$ cat src/rtl/instruction_fetch.sv
// Instruction fetch front end: PC, one outstanding fetch and a
// small instruction queue feeding the decoder.
module instruction_fetch #(
  parameter int          IQ_WIDTH = 2,
  parameter logic [31:0] RESET_PC = 32'h0
) (
  input  logic        clk_in,
  input  logic        rst_in,
  input  logic        rdy_in,
  input  logic        clear,
  input  logic [31:0] clear_pc,
  output logic        mem_req,
  output logic [31:0] mem_addr,
  input  logic        mem_done,
  input  logic [31:0] mem_data,
  input  logic        dec_ready,
  output logic        to_dec,
  output logic [31:0] to_dec_pc,
  output logic [31:0] to_dec_inst
);

  localparam int DEPTH = 1 << IQ_WIDTH;
  localparam logic [IQ_WIDTH:0] CNT_ONE = {{IQ_WIDTH{1'b0}}, 1'b1};
  localparam logic [IQ_WIDTH-1:0] PTR_ONE = CNT_ONE[IQ_WIDTH-1:0];

  typedef enum logic [1:0] {
    IDLE,
    WAIT,
    DROP
  } state_t;

  state_t state, state_d;

  logic [31:0] pc, pc_d;
  logic        req_d;
  logic [31:0] addr_d;

  logic [IQ_WIDTH-1:0] head, head_d;
  logic [IQ_WIDTH-1:0] tail, tail_d;
  logic [IQ_WIDTH:0]   count, count_d;

  logic [31:0] q_pc   [DEPTH];
  logic [31:0] q_inst [DEPTH];

  logic push;
  logic pop;
  logic full;

  // count never exceeds DEPTH, so its top bit alone marks full
  assign full        = count[IQ_WIDTH];
  assign to_dec      = (count != '0);
  assign to_dec_pc   = q_pc[head];
  assign to_dec_inst = q_inst[head];

  always_comb begin
    state_d = state;
    pc_d    = pc;
    req_d   = mem_req;
    addr_d  = mem_addr;
    push    = 1'b0;
    head_d  = head;
    tail_d  = tail;
    count_d = count;
    pop     = to_dec && dec_ready && !clear;

    case (state)
      IDLE: begin
        if (clear) begin
          pc_d = clear_pc;
        end else if (!full) begin
          req_d   = 1'b1;
          addr_d  = pc;
          state_d = WAIT;
        end
      end
      WAIT: begin
        if (clear) begin
          pc_d = clear_pc;
          if (mem_done) begin
            req_d   = 1'b0;
            state_d = IDLE;
          end else begin
            state_d = DROP;
          end
        end else if (mem_done) begin
          push    = 1'b1;
          pc_d    = pc + 32'd4;
          req_d   = 1'b0;
          state_d = IDLE;
        end
      end
      DROP: begin
        if (clear) begin
          pc_d = clear_pc;
        end
        if (mem_done) begin
          req_d   = 1'b0;
          state_d = IDLE;
        end
      end
      default: begin
        req_d   = 1'b0;
        state_d = IDLE;
      end
    endcase

    if (clear) begin
      head_d  = '0;
      tail_d  = '0;
      count_d = '0;
    end else begin
      if (pop) begin
        head_d = head + PTR_ONE;
      end
      if (push) begin
        tail_d = tail + PTR_ONE;
      end
      unique case ({push, pop})
        2'b10:   count_d = count + CNT_ONE;
        2'b01:   count_d = count - CNT_ONE;
        default: count_d = count;
      endcase
    end
  end

  always_ff @(posedge clk_in or posedge rst_in) begin
    if (rst_in) begin
      state    <= IDLE;
      pc       <= RESET_PC;
      mem_req  <= 1'b0;
      mem_addr <= '0;
      head     <= '0;
      tail     <= '0;
      count    <= '0;
    end else if (rdy_in) begin
      state    <= state_d;
      pc       <= pc_d;
      mem_req  <= req_d;
      mem_addr <= addr_d;
      head     <= head_d;
      tail     <= tail_d;
      count    <= count_d;
    end
  end

  always_ff @(posedge clk_in) begin
    if (rdy_in && push) begin
      q_pc[tail]   <= pc;
      q_inst[tail] <= mem_data;
    end
  end

endmodule

$ cat config.mk
export PLATFORM = sky130hd
export DESIGN_NAME = instruction_fetch
export DESIGN_NICKNAME = d
export VERILOG_FILES = /design/src/rtl/instruction_fetch.sv
export SDC_FILE = /design/constraint.sdc
export NUM_CORES = 1
export LEC_CHECK = 0
export BUFFER_PORTS_ARGS = -buffer_cell sky130_fd_sc_hd__buf_2
export CELL_PAD_IN_SITES_DETAIL_PLACEMENT = 0
export CELL_PAD_IN_SITES_GLOBAL_PLACEMENT = 1
export CORE_UTILIZATION = 51
export CTS_BUF_LIST = sky130_fd_sc_hd__clkbuf_8
export CTS_CLUSTER_SIZE = 20
export DETAILED_ROUTE_END_ITERATION = 16
export PLACE_DENSITY = 0.88
export SLEW_MARGIN = 40
export SYNTH_ARGS = -nofsm -noshare
export SYNTH_HDL_FRONTEND = slang
export SYNTH_SLANG_ARGS = --single-unit
$ cat constraint.sdc
create_clock -name clk_in -period 4.07 [get_ports clk_in]
set_input_delay 0.407 -clock clk_in [delete_from_list [all_inputs] [get_ports clk_in]]
set_output_delay 0.407 -clock clk_in [all_outputs]
set_load 0.02 [all_outputs]
==> results.ini, run 1 <==
[pwr]
ir_drop_uv=356
fin_total_pwr_uw=9800
internal_power_uw=6540
switching_share_pct=33.3
power_frac_comb_pct=25.2
p_per_area_mw_per_mm2=637
switching_power_uw=3260
p_clk_share_pct=25.3
power.share.sequential_pct=49.5
p_leak_uw=0.00546

[hold_path]
holdCritStartpoint=mem_data[27]
holdPathStages=1
worstHoldPathType=input pin to flop
hold_path_end=q_inst[0][27]

[critical_path]
crit_fanout=37
r2r-end=mem_addr[24]
cpPeakStageDelay_ns=0.92
critical-path-top-delay-family=flip-flops
cp.depth=3
reg2reg_from=state[0]
cp_num_buf_inv=2
critPathSlowestCell=dfrtp_4
end_kind=output port
r2r_slack_ns=1.60
crit_arrival_ns=2.56
reg2reg_depth=5
crit_path_cell_trace=buf_4 > mux4_2 > buf_2
path_class=flop to output port
crit_required_ns=3.66
critPathLaunchType=flop

[global_routing]
overflow=0
top_usage_layer=met2
grt_pass1_wl_um=42200
grtUsageMet3_pct=4.07
track_usage_pct=21.4
grt_pass1_vias=7451
grtUsageMet1_pct=31.1
antenna_found_initial=0
grt_max_degree=51
met2_usage_pct=33.2

[status]
status=finished clean

[drt]
drt_first_pass_iters=7
via_count=7422
wl_um=27400
post_drt_wl_per_cell_um=21.1
drc=0
drtAntennaViolNets=0
viasPerCell=5.71
dr.first_iter.drc_count=627

[synth]
ys_ff_latch=330
yosys.area.top_type=edfxtp_1
syn_nets=805
yosysUniqueCellTypes=58
yosysWarnings=0
ys_seq_area_share_pct=72.7
synthArstFlopShare_pct=22.4
synthTopCellsByArea=edfxtp_1 (59%), dfrtp_1 (14%), mux4_2 (11%), mux2_2 (3.0%), a21oi_1 (1.2%)
synth_flop_cell=edfxtp_1
syn_area_mm2=0.0131
yosys.area.top_type_share_pct=58.6
synthCells=725
synth_edf_count=256
synth_most_common_cell=edfxtp_1
synthTopCellsByCount=edfxtp_1 (256), dfrtp_1 (74), mux4_2 (64), mux2_2 (35), nand2_1 (34)
avgSynthCellArea_um2=18.1

[clock_network]
cts_sinks=330
cts_hold_buf=1
clkTransAtPathRegs_ns=0.06
htreeDepth=2
cts_tree=done
cts_made_buffers=50
cts_buffer_depth=3
cts_root_buf=clkbuf_8
clock_latency_ns=0.58
cts_resized=0
cts_setup_buffers=0

[finish]
drive_gt1_share_pct=37.9
areaGrowthSynthToFinish_pct=17.3
fillerInstances=1822
fin_nets=1008

[sta]
layout_min_cycle_time_ns=2.97
report.final.slew_viol_count=0
rsz0062_at_grt=no
relSlewSlack_pct=44.7
fmax_mhz=337
worst_clock_skew_ns=0.0201
hold_viol_final=0
final-setup-viol-count=0
tns_ns=0
period_share_pct=73.0
worst_pin_slew_ns=0.828

[floorplanning]
rows=58
die_x_um=162
die_area_mm2=0.0264
core_area_mm2=0.0252
start_util_pct=52.1
io_pins=168
die_h_um=162

[place]
dp_hpwl_um=17700
place.gp.congestion=0.809
portBuffers=167

[job]
max_cap_violations=0

## power by group through the flow
stage | clock network, uW | registers (uW) | logic, uW
2_1_floorplan | 0 | 4800 | 1640
3_3_place_gp | 0 | 4880 | 2440
3_5_place_dp | 0 | 4910 | 2480
4_1_cts | 2530 | 4850 | 2500
5_1_grt | 2690 | 4920 | 2670
6_report | 2480 | 4850 | 2470
## final cells by class
| cell class | count | area, um2 | area share [%] |
|---|---|---|---|
| multi-input combinational | 352 | 3430 | 22.3 |
| clock buffer | 51 | 702 | 4.56 |
| clock inverter | 42 | 214 | 1.39 |
| antenna | 1 | 2.50 | 0.0163 |
| timing repair buffer | 182 | 1040 | 6.75 |
| inverter | 12 | 50.0 | 0.325 |
| sequential | 330 | 9540 | 62.0 |
| tap | 330 | 413 | 2.68 |
## sequential cells by signal, summed over array words and instances (netlist names)
| register | flops |
|---|---|
| q_inst | 128 |
| tail | 2 |
| state | 2 |
| mem_addr | 32 |
| q_pc | 128 |
| mem_req | 1 |
| count | 3 |
| pc | 32 |
| head | 2 |
## how the worst max path moves through the flow
stage                  from  slack (ns)         endpoint
global placement      clear        1.52     mem_addr[15]
floorplan             clear        1.09     q_inst[0][0]
finish              head[0]        1.10  to_dec_inst[20]
detailed placement    clear        1.43      mem_addr[7]
global route        head[0]        0.94  to_dec_inst[20]
CTS                 head[0]        1.01  to_dec_inst[20]
## kinds of logic (layout without fill, tap and decap cells)
logic type                 after synthesis  after routing  share of synthesized area [%]
AOI/OAI and AO/OA                      110            110                           5.31
xor gates and xnor gates                 1              1                         0.0668
adders and majority gates               10             10                           1.01
buffers and inverters                   43            287                           1.33
DFF                                    330            330                           72.7
muxes                                  100            100                           14.1
other                                    0              1                              0
and+or+nand+nor                        131            131                           5.52
## placed cells by master, fill, tap and decap left out, types with 5 or more instances in the layout
| cell type | n |
|---|---|
| inv_1 | 28 |
| nand2b_1 | 5 |
| buf_2 | 167 |
| dfrtp_1 | 72 |
| ha_1 | 9 |
| nor2_1 | 24 |
| buf_4 | 7 |
| edfxtp_1 | 256 |
| o21ai_0 | 23 |
| clkinv_1 | 10 |
| nand3_1 | 10 |
| and2_1 | 5 |
| nand2_1 | 34 |
| nand4_1 | 6 |
| a31oi_1 | 6 |
| clkbuf_8 | 51 |
| clkinv_2 | 11 |
| nor3_1 | 16 |
| a21oi_1 | 31 |
| buf_12 | 7 |
| o22ai_1 | 15 |
| a211oi_1 | 6 |
| mux4_2 | 64 |
| mux2_2 | 35 |
## metal layers
metal / up-vias / part of all wire, % / routed length [um]
met3: 38 / 7.1 / 1950
met5: - / 0 / 0
li1: 3350 / - / -
met4: 0 / 1.5 / 420
met2: 267 / 48 / 13100
met1: 3767 / 44 / 11900
## per-stage QoR
step	hold slack, ns	cells	setup slack, ns	utilization [%]	instance area, um2
final	0.0439	1300	1.10	61.1	15400
after global routing	0.0149	1299	0.935	61.1	15400
after CTS	0.0108	1299	1.01	61.1	15400
after detailed placement	0.467	1205	1.43	57.4	14500
after global placement	0.485	1200	1.52	57.0	14400
after floorplan	0.487	725	1.09	-	13100
Note: power is estimated with default switching activity, not from simulation.
==> inputs of run 2 (changes only) <==
CORE_UTILIZATION = 46   (was 51)
PLACE_DENSITY = 0.84   (was 0.88)
clock period = 2.67 ns   (was 4.07 ns; I/O delays follow)
==> run 2 against run 1 <==
Via count increased by 1.8%. Sequential power increased by 50%. Critical endpoint is now to_dec_pc[16]. Count of clock-buffer cells in the layout rose by 4. Clock skew down 0.0016 ns. Sequential cell count unchanged. Design area grew 4.5%.
==> results.ini, run 2 (synthesized netlist as in run 1, its figures left out) <==
[sta]
worst_clock_skew_ns=0.0185  ; -0.00161 ns
rsz0062_at_grt=no
fin_ws_ns=0.167  ; -0.932 ns
whs_ns=0.0241  ; -0.0198 ns
tns_ns=0  ; unchanged
report.final.slew_viol_count=0  ; unchanged
period_share_pct=93.7
final-setup-viol-count=0  ; unchanged
layout_min_cycle_time_ns=2.50
fmax_mhz=400
hold_viol_final=0  ; unchanged
worst_pin_slew_ns=0.736  ; -0.0925 ns
relSlewSlack_pct=50.8  ; +6.1 points

[critical_path]
cp_num_buf_inv=2  ; unchanged
cpPeakStageDelay_ns=0.64  ; -0.28 ns
path_class=flop to output port
crit_fanout=15  ; -59%
end_kind=output port
cp-endpoint=to_dec_pc[16]
crit_path_cell_trace=buf_4 > mux4_2 > buf_2
critPathLaunchType=flop
cp.depth=3  ; unchanged
crit_arrival_ns=2.24  ; -0.32 ns
crit_required_ns=2.40  ; -1.26 ns
critical-path-top-delay-family=flip-flops
critPathLaunch=head[0]
reg2reg_from=state[1]
critPathSlowestCell=dfrtp_4
reg2reg_depth=6  ; +1
r2r_slack_ns=0.40  ; -1.20 ns
r2r-end=q_pc[3][0]

[pwr]
p_leak_uw=0.00572  ; +4.8%
ir_drop_uv=439  ; +23%
p_per_area_mw_per_mm2=948  ; +49%

[drt]
wl_um=28300  ; +3.2%
viasPerCell=5.38  ; -5.9%
via_count=7552  ; +1.8%
dr.first_iter.drc_count=666  ; +6.2%
post_drt_wl_per_cell_um=20.1  ; -4.5%
drt_first_pass_iters=5  ; -2
drtAntennaViolNets=0  ; unchanged
drc=0  ; unchanged

[finish]
areaGrowthSynthToFinish_pct=22.6
insertedDiodeCount=0  ; -1
final_cells=1405  ; +8.1%
drive_gt1_share_pct=36.6  ; -1.3 points
finish.utilization_pct=57.6  ; -3.5 points
fin_nets=1064  ; +5.6%
top_regs=q_inst (128), q_pc (128)
final_common_cell=edfxtp_1
final_cell_mix=edfxtp_1 (256), buf_2 (167), dfrtp_1 (72), mux4_2 (64), clkbuf_8 (55)

[place]
place.gp.congestion=0.775  ; -4.2%
dp_hpwl_um=18400  ; +4.0%
placed_cells=1263  ; +4.8%
portBuffers=167  ; unchanged
dp_slack_ns=0.423  ; -1.01 ns

[job]
max_cap_violations=0  ; unchanged

[clock_network]
cts_buffer_depth=3  ; unchanged
clock_latency_ns=0.58  ; about the same
cts_sinks=330  ; unchanged
clkTransAtPathRegs_ns=0.06  ; about the same
cts_made_buffers=51  ; +2.0%
htreeDepth=2  ; unchanged
cts_root_buf=clkbuf_8
cts_tree=done
cts_resized=0  ; unchanged

[floorplanning]
die_area_mm2=0.0292  ; +11%
die_h_um=171  ; +5.2%
start_util_pct=47.0  ; -5.1 points
io_pins=168  ; unchanged
rows=61  ; +5.2%
die_x_um=171  ; +5.2%
core_area_mm2=0.0279  ; +11%

[global_routing]
grt_pass1_wl_um=43500  ; +3.1%
antenna_found_initial=0  ; unchanged
grt_max_degree=57  ; +12%
track_usage_pct=19.9  ; -1.5 points
grt_pass1_vias=7656  ; +2.8%
overflow=0  ; unchanged

[hold_path]
worstHoldPathType=input pin to flop

[status]
status=finished clean

[run 2: per-layer routing]
metal  global-route usage, %  vias to the layer above  wire [um]
met5                       0                        -          0
met4                    5.67                        0        466
met3                    3.82                       39       1770
met2                    31.6                      261      13500
met1                    28.0                     3798      12500
li1                        -                     3454          -
[run 2: layout make-up]
cell class	instances	area, um2
fill	2206	11800
sequential	330	9540
multi-input combinational	352	3440
timing repair buffer	237	1630
clock buffer	55	757
tap	378	473
clock inverter	41	204
inverter	12	46.3
[run 2: what timing repair did]
item / 4_1_cts / 5_1_grt
hold endpoints to repair: 168 / 0
endpoints found under the setup margin: 15 / 0
hold buffers: 45 / 0
setup buffers: 1 / 0
[run 2: stage by stage]
stage          total power [uW]  instance area [um2]
2_1_floorplan              9820                13100
3_3_place_gp              11300                14700
5_1_grt                   16100                16100
3_5_place_dp              11400                14700
6_report                  15200                16100
4_1_cts                   15400                16100
[run 2: worst min-delay path, stage by stage]
cell and delay [ns]:
buf_2 0.12, o22ai_1 0.11, a211oi_1 0.07
[run 2: power breakdown]
part           internal (uW)  total (uW)  switching (uW)  leakage, uW
Sequential              6400        7280             888      0.00316
Clock                   2010        3920            1910     0.000545
Combinational           1800        4040            2240      0.00202
Total                  10200       15200            5040      0.00572
[run 2: worst min path at each step]
stage	startpoint	end	slack, ns	cells after the start
final	clear_pc[25]	pc[25]	0.02	3
after global routing	clear_pc[7]	pc[7]	0.03	3
after floorplan	mem_data[0]	q_inst[0][0]	0.37	0
after detailed placement	rst_in	state[0]	0.36	2
after global placement	rst_in	state[0]	0.34	2
after CTS	clear_pc[25]	pc[25]	0.004	3
==> inputs of run 3 (changes only) <==
MAX_ROUTING_LAYER = met4   (was not set)
==> run 3 against run 2 <==
Maximum frequency up 0.55%. Worst hold slack gained 0.0056 ns. First-iteration DRC count rose by 2.7%. Design area unchanged. Sequential power hardly changed.
==> results.ini, run 3 (synthesized netlist as in run 1, its figures left out) <==
[finish]
fillerInstances=2206  ; unchanged
final_cell_mix=edfxtp_1 (256), buf_2 (167), dfrtp_1 (72), mux4_2 (64), clkbuf_8 (55)
areaGrowthSynthToFinish_pct=22.6  ; unchanged
top_regs=q_inst (128), q_pc (128)
final_common_cell=edfxtp_1
drive_gt1_share_pct=36.6  ; unchanged
insertedDiodeCount=0  ; unchanged
fin_nets=1064  ; unchanged
final_cells=1405  ; unchanged
final_area_mm2=0.0161  ; unchanged

[sta]
final-setup-viol-count=0  ; unchanged
tns_ns=0  ; unchanged
hold_viol_final=0  ; unchanged
layout_min_cycle_time_ns=2.49  ; -0.0136 ns
worst_clock_skew_ns=0.0154  ; -0.00306 ns
rsz0062_at_grt=no
report.final.slew_viol_count=0  ; unchanged
relSlewSlack_pct=51.5  ; +0.70 points
worst_pin_slew_ns=0.725  ; -0.0104 ns
fmax_mhz=402  ; +0.55%
period_share_pct=93.2  ; -0.51 points

[pwr]
p_per_area_mw_per_mm2=948  ; about the same
fin_total_pwr_uw=15200  ; about the same
p_leak_uw=0.00572  ; unchanged
ir_drop_uv=440  ; +0.21%

[place]
portBuffers=167  ; unchanged
place.gp.congestion=0.786  ; +1.4%
placed_cells=1263  ; unchanged
dpl-instance-area_mm2=0.0147  ; unchanged
dp_hpwl_um=18400  ; unchanged

[floorplanning]
start_util_pct=47.0  ; unchanged
core_area_mm2=0.0279  ; unchanged
die_h_um=171  ; unchanged
io_pins=168  ; unchanged
rows=61  ; unchanged
die_area_mm2=0.0292  ; unchanged
die_x_um=171  ; unchanged

[critical_path]
cpPeakStageDelay_ns=0.64  ; about the same
crit_fanout=15  ; unchanged
cp_num_buf_inv=2  ; unchanged
crit_arrival_ns=2.22  ; -0.02 ns
critPathSlowestCell=dfrtp_4
end_kind=output port
path_class=flop to output port
crit_path_cell_trace=buf_4 > mux4_2 > buf_2
critPathLaunchType=flop
crit_required_ns=2.40  ; about the same
critical-path-top-delay-family=flip-flops

[drt]
via_count=7565  ; +0.17%
drt_first_pass_iters=5  ; unchanged
drtAntennaViolNets=0  ; unchanged
post_drt_wl_per_cell_um=20.1  ; about the same
dr.first_iter.drc_count=684  ; +2.7%
drc=0  ; unchanged
wl_um=28300  ; about the same
viasPerCell=5.38  ; +0.17%

[hold_path]
worstHoldPathType=input pin to flop

[clock_network]
cts_buffer_depth=3  ; unchanged
cts_resized=0  ; unchanged
clkTransAtPathRegs_ns=0.06  ; about the same
cts_tree=done
cts_sinks=330  ; unchanged
cts_made_buffers=51  ; unchanged
cts_root_buf=clkbuf_8
clock_latency_ns=0.58  ; about the same
htreeDepth=2  ; unchanged

[status]
status=finished clean

[job]
max_cap_violations=0  ; unchanged

[global_routing]
grt_pass1_wl_um=43400  ; -0.16%
overflow=0  ; unchanged
track_usage_pct=20.5  ; +0.59 points
grt_max_degree=57  ; unchanged
grt_pass1_vias=7663  ; +0.091%
antenna_found_initial=0  ; unchanged

[run 3: cell counts in the layout (fill, tap and decap cells not counted)]
No cell type changed its count.
[run 3: tightest hold or removal path: cells and delay by family]
family	cells	cell delay, ns
AO/OA/AOI/OAI	2	0.20
buffers and inverters	1	0.08
[run 3: repair_timing]
| item | CTS | global route |
|---|---|---|
| endpoints found under the hold margin | 168 | 0 |
| setup endpoints to repair | 15 | 0 |
| hold buffers | 45 | 0 |
| buffers inserted | 1 | 0 |
[run 3: power breakdown]
part	total (uW)	internal, uW	switching, uW
combinational	4050	1800	2240
sequential	7280	6400	882
clock	3920	2010	1910
total	15200	10200	5040
[run 3: final cells by class]
cell class / instances / area (um2) / share of cell area, %
multi-input combinational: 352 / 3440 / 21.4
clock buffer: 55 / 757 / 4.70
clock inverter: 41 / 204 / 1.27
timing repair buffer: 237 / 1630 / 10.1
sequential: 330 / 9540 / 59.3
tap: 378 / 473 / 2.94
inverter: 12 / 46.3 / 0.288
[run 3: path summary, 6_finish.rpt]
kind / startpoint / to / slack, ns / cells past startpoint
min in group asynchronous: rst_in / state[0] / 0.27 / 3
hold reg to reg: mem_addr[15] / mem_addr[15] / 0.50 / 1
hold / removal: clear_pc[9] / pc[9] / 0.03 / 3
setup / recovery: head[0] / to_dec_pc[16] / 0.18 / 3
setup reg to reg: state[1] / q_pc[3][0] / 0.42 / 6
max in group asynchronous: rst_in / head[0] / 1.65 / 4
[run 3: metrics by stage]
step | hold slack (ns) | util, % | worst slack (ns)
6_report | 0.0297 | 57.6 | 0.181
5_1_grt | 0.0350 | 57.6 | 0.0723
4_1_cts | 0.00373 | 57.6 | 0.105
3_5_place_dp | 0.358 | 52.5 | 0.423
3_3_place_gp | 0.341 | 52.5 | 0.0648
2_1_floorplan | 0.366 | - | 0.389
[run 3: routing by layer]
metal | vias to the layer above | wire, um | GRT usage [%]
met2 | 257 | 13600 | 31.7
met5 | - | 0 | -
met4 | 0 | 462 | 5.67
met3 | 39 | 1670 | 3.52
li1 | 3463 | - | -
met1 | 3806 | 12600 | 28.1
